--- src/rtl/pc_upstream_serializer_if.sv ---
// Valid/ack channel bundle for the upstream serializer:
// wide word in, {code, chunk} PC words out.
interface pc_upstream_serializer_if #(
    parameter int Nin    = 43,
    parameter int Nchunk = 16,
    parameter int Ncode  = 8
);
    localparam int Nout = Ncode + Nchunk;

    logic [Nin-1:0]   in_d;
    logic [Ncode-1:0] in_code;
    logic             in_v;
    logic             in_a;
    logic [Nout-1:0]  out_d;
    logic             out_v;
    logic             out_a;
    logic             busy;

    modport slave (
        input  in_d, in_code, in_v, out_a,
        output in_a, out_d, out_v, busy
    );

    modport master (
        output in_d, in_code, in_v, out_a,
        input  in_a, out_d, out_v, busy
    );
endinterface

--- src/rtl/pc_upstream_serializer.sv ---
// Splits one wide word into Nchunk-bit PC words tagged with a route
// code, least-significant chunk first, with zero-bubble word chaining.
module pc_upstream_serializer #(
    parameter int Nin    = 43,
    parameter int Nchunk = 16,
    parameter int Ncode  = 8
) (
    input  logic                     clk,
    input  logic                     reset,
    pc_upstream_serializer_if.slave  bus
);
    localparam int Nchunks = (Nin + Nchunk - 1) / Nchunk;
    localparam int Nw      = Nchunks * Nchunk;
    localparam int IW      = (Nchunks > 1) ? $clog2(Nchunks) : 1;
    localparam logic [IW-1:0] LAST = IW'(Nchunks - 1);

    localparam logic [0:0] S_IDLE = 1'b0;
    localparam logic [0:0] S_SEND = 1'b1;

    logic [0:0]       r_state;
    logic [IW-1:0]    r_idx;
    logic [Nw-1:0]    r_data;
    logic [Ncode-1:0] r_code;

    logic              w_last;
    logic              w_send;
    logic              w_take;
    logic [Nchunk-1:0] w_chunk;

    assign w_send = (r_state == S_SEND);
    assign w_last = (r_idx == LAST);

    // Final-chunk ack frees the holding registers in the same edge.
    assign bus.in_a  = !w_send || (w_last && bus.out_a);
    assign w_take    = bus.in_v && bus.in_a;
    assign bus.out_v = w_send;
    assign bus.busy  = w_send;

    always_comb begin
        w_chunk = '0;
        for (int i = 0; i < Nchunks; i++) begin
            if (r_idx == IW'(i)) begin
                w_chunk = r_data[i*Nchunk +: Nchunk];
            end
        end
    end

    assign bus.out_d = w_send ? {r_code, w_chunk} : '0;

    always_ff @(posedge clk) begin
        if (!reset) begin
            r_state <= S_IDLE;
            r_idx   <= '0;
            r_data  <= '0;
            r_code  <= '0;
        end else begin
            unique case (r_state)
                S_IDLE: begin
                    if (w_take) begin
                        r_data  <= Nw'(bus.in_d);
                        r_code  <= bus.in_code;
                        r_idx   <= '0;
                        r_state <= S_SEND;
                    end
                end
                S_SEND: begin
                    if (bus.out_a) begin
                        if (!w_last) begin
                            r_idx <= r_idx + IW'(1);
                        end else if (w_take) begin
                            r_data <= Nw'(bus.in_d);
                            r_code <= bus.in_code;
                            r_idx  <= '0;
                        end else begin
                            r_idx   <= '0;
                            r_state <= S_IDLE;
                        end
                    end
                end
                default: r_state <= S_IDLE;
            endcase
        end
    end
endmodule

--- src/flat_wrapper.sv ---
// flat-port wrapper written by rule: the top's interface ports become plain ports
module pc_upstream_serializer_flat 
#(
    parameter int Nin    = 43,
    parameter int Nchunk = 16,
    parameter int Ncode  = 8
)
  (clk, reset, bus_in_d, bus_in_code, bus_in_v, bus_out_a, bus_in_a, bus_out_d, bus_out_v, bus_busy);
  pc_upstream_serializer_if #(.Nin(Nin), .Nchunk(Nchunk), .Ncode(Ncode)) bus_i ();
  input  logic clk;
  input  logic reset;
  input wire logic [$bits(bus_i.in_d)-1:0] bus_in_d;
  input wire logic [$bits(bus_i.in_code)-1:0] bus_in_code;
  input wire logic [$bits(bus_i.in_v)-1:0] bus_in_v;
  input wire logic [$bits(bus_i.out_a)-1:0] bus_out_a;
  output wire logic [$bits(bus_i.in_a)-1:0] bus_in_a;
  output wire logic [$bits(bus_i.out_d)-1:0] bus_out_d;
  output wire logic [$bits(bus_i.out_v)-1:0] bus_out_v;
  output wire logic [$bits(bus_i.busy)-1:0] bus_busy;
  assign bus_i.in_d = bus_in_d;
  assign bus_i.in_code = bus_in_code;
  assign bus_i.in_v = bus_in_v;
  assign bus_i.out_a = bus_out_a;
  assign bus_in_a = bus_i.in_a;
  assign bus_out_d = bus_i.out_d;
  assign bus_out_v = bus_i.out_v;
  assign bus_busy = bus_i.busy;
  pc_upstream_serializer #(.Nin(Nin), .Nchunk(Nchunk), .Ncode(Ncode)) u_core (.clk(clk), .reset(reset), .bus(bus_i));
endmodule
--- config.mk ---
export PLATFORM = sky130hd
export DESIGN_NAME = pc_upstream_serializer_flat
export DESIGN_NICKNAME = d
export VERILOG_FILES = /design/src/rtl/pc_upstream_serializer_if.sv /design/src/rtl/pc_upstream_serializer.sv /design/src/flat_wrapper.sv
export SDC_FILE = /design/constraint.sdc
export NUM_CORES = 1
export LEC_CHECK = 0
export CAP_MARGIN = 20
export CORE_MARGIN = 2
export CORE_UTILIZATION = 49
export CTS_BUF_LIST = sky130_fd_sc_hd__clkbuf_4
export DETAILED_ROUTE_END_ITERATION = 10
export PLACE_DENSITY = 0.83
export SLEW_MARGIN = 40
export SYNTH_ARGS = -nofsm -noshare
export SYNTH_HDL_FRONTEND = slang
export SYNTH_SLANG_ARGS = --single-unit
--- constraint.sdc ---
create_clock -name clk -period 1.4 [get_ports clk]
set_input_delay 0.14 -clock clk [delete_from_list [all_inputs] [get_ports clk]]
set_output_delay 0.14 -clock clk [all_outputs]
set_load 0.05 [all_outputs]
==> metrics <==
P_sw 1.06 mW; Initial DRC Count 248; crit path capture bus_out_d[10]; routed via count 2,681; root buffer cell clkbuf_4; num ports 82; Worst-Margin Slew 235 ps; Inserted Clock Buffers 5; combinational power share 31.4%; internal power 2.44 mW; Antenna diodes 0; class of the worst hold path in2reg; DP Area 3840 um^2; placer congestion estimate 0.787; fin crit share 125%; Buf+Inv Stages, Crit Path 2; Reg2Reg Depth 8; Total GRT Usage 27.4%; depth of the CTS H-tree 2; Core Area 5410 um^2; maxcap violations 0; slowest CP cell dfxtp_4; clock buffer depth 2; P&R area growth vs syn 69.6%; Die ar. 6120 um^2; Worst Path Arrival 1610 ps; CP peak stage delay 420 ps; Port Buffer Count 81; critical path launch point type register; Power Density 765 nW/um^2; DR pass1 iterations 5; crit path cell chain buf_8 -> mux2i_1 -> o22ai_1 -> and2_4 -> buf_12; hold_buf cts 0; crit path capture type output pin; vias in the first global route 2,639; Std-Cell Rows 27; Starting Density 50.0%; TritonCTS clock tree done; Net Sw Frac 30.3%; Clock transition at path regs 150 ps; flops & latches, synth 54; number of remaining DRC errors 0; Die X-Extent 78.2 um; TritonCTS Sinks 54; sequential share of power 49.1%; minimum clock period 1750 ps; fill cell count 256; Via density 5.55; Seq/Total Area, Yosys 40.0%; Fmax 571 MHz; largest net degree at the start of global routing 46; crit path max fanout 7; clock latency on the worst-skew pair 370 ps; Setup Skew 5.44 ps; setup violators final 65; YS warnings 0; post-synth net total 359; crit path from u_core.r_idx[0]$_SDFFE_PN0P_; Detailed Route WL 9360 um; failing checks negative setup slack; status finished with violations; Wirelength per Cell 19.4 um; fin. max-slew vios 0; RR Endpoint u_core.r_data[41]$_SDFFE_PN0P_; global-route wire length before repair 13,000 um; CP Depth 5; Max IR drop VDD 0.508 mV; Syn Area/Cell 8.88 um^2; leakage 1.86 nW; Req. time, crit path 1260 ps; Post-Syn Area 2700 um^2; Synth Instances 304; # nets final 465; Rel. slew slack 83.9%; GR Overflow Total 0; Chip Height 78.2 um; worst reg2reg path startpoint u_core.r_idx[0]$_SDFFE_PN0P_; layout cells sized above 1 31.6%; dpl hpwl 4600 um; initial antenna violation count 0; Distinct cells, synth 22; RSZ-0062 raised after global routing true; post-route setup slack -352 ps; crit path kind reg2out; fin util 84.7%; Min-Delay Startpoint reset; reg2reg setup slack -250 ps; ANT nets after route 0; post-route cell area 4580 um^2; Clk network pwr share 19.5%; family with the most delay on the worst path flip-flops; Final Hold Fails 0
## placed cells by master, fill, tap and decap left out, drive strengths merged
| cell | Yosys | final |
|---|---|---|
| nand2 | 110 | 110 |
| nand4b | 1 | 1 |
| a21oi | 1 | 1 |
| and2b | 1 | 1 |
| mux2i | 68 | 68 |
| or3b | 1 | 1 |
| clkdlybuf4s50 | 0 | 53 |
| buf | 15 | 71 |
| inv | 0 | 1 |
| nor2b | 1 | 1 |
| o2bb2ai | 6 | 6 |
| dfxtp | 54 | 54 |
| clkinv | 0 | 2 |
| a21boi | 3 | 3 |
| clkbuf | 12 | 7 |
| nor2 | 5 | 5 |
| and2 | 19 | 19 |
| nand3b | 1 | 1 |
| o22ai | 5 | 5 |
| nand2b | 1 | 1 |
## cell families after synthesis
family / Yosys count / share of synthesized area [%]
AO/OA/AOI/OAI: 15 / 4.26
multiplexers: 68 / 25.2
flip-flops: 54 / 40.0
buffers and inverters: 27 / 7.97
AND/OR/NAND/NOR: 140 / 22.5
## power by group through the flow
stage / sequential, mW / combinational [mW] / clock [mW]
finish: 1.72 / 1.10 / 0.683
detailed placement: 1.73 / 0.778 / 0
global placement: 1.73 / 0.763 / 0
floorplan: 1.71 / 0.474 / 0
global route: 1.73 / 1.15 / 0.748
CTS: 1.70 / 0.998 / 0.676
## synth_stat cells
cell type,count,area [um^2]
nand2_1,110,413
mux2i_1,68,681
dfxtp_1,54,1080
and2_1,19,119
clkbuf_1,12,45.0
o2bb2ai_1,6,52.6
buf_12,5,100
buf_2,5,25.0
nor2_1,5,18.8
o22ai_1,5,31.3
buf_4,3,22.5
buf_6,2,22.5
a21boi_0,1,7.51
a21boi_1,1,7.51
a21boi_2,1,11.3
a21oi_1,1,5.00
and2b_1,1,7.51
nand2b_1,1,6.26
nand3b_4,1,20.0
nand4b_1,1,8.76
nor2b_1,1,6.26
or3b_1,1,8.76
## timing repair
action,CTS,global route
hold endpoints to repair,0,0
pin swaps,13,11
cloned,7,2
endpoints found under the setup margin,77,76
setup buffers,10,8
gates resized for setup,65,25
## area by class of cell
cell class,count,area (um^2),area share [%]
clock buffers,5,37.5,0.820
multi-input cells,223,1640,35.8
repair buffers,126,1700,37.2
well taps,72,90.1,1.97
flip-flops and latches,54,1090,23.9
clock inverters,3,15.0,0.328
## registers in the layout, indices dropped and copies added (netlist names)
name             cells
u_core.r_data       43
u_core.r_code        8
u_core.r_idx         2
u_core.bus.busy      1
## worst min-delay path, cell delays in order
cell and delay [ps]:
buf_4 190, nand2_1 90, mux2i_1 50
## worst min-delay path by stage
stage	end	slack, ps	cells after the start
global placement	u_core.r_code[0]$_SDFFE_PN0P_	440	2
detailed placement	u_core.r_data[35]$_SDFFE_PN0P_	450	2
finish	u_core.r_data[3]$_SDFFE_PN0P_	140	3
global route	u_core.r_data[3]$_SDFFE_PN0P_	130	3
floorplan	u_core.bus.busy$_SDFF_PN0_	280	2
CTS	u_core.r_data[4]$_SDFFE_PN0P_	130	3
## through the flow
stage	setup TNS [ps]	hold WS, ps	total power [mW]	setup slack [ps]	std cells
2_1_floorplan	0	277	2.18	60.4	304
3_3_place_gp	-5510	437	2.49	-117	449
3_5_place_dp	-7730	449	2.51	-174	449
4_1_cts	-7230	131	3.38	-280	474
5_1_grt	-13680	127	3.62	-407	483
6_report	-11270	139	3.51	-352	483
## routing by layer
layer	GRT usage [%]	vias up	wire length [um]
met1	31.8	1281	3580
met5	0	-	0
met4	9.82	0	453
met3	6.21	40	604
li1	-	1219	-
met2	49.4	141	4720
Power figures use the tool's default switching activity.
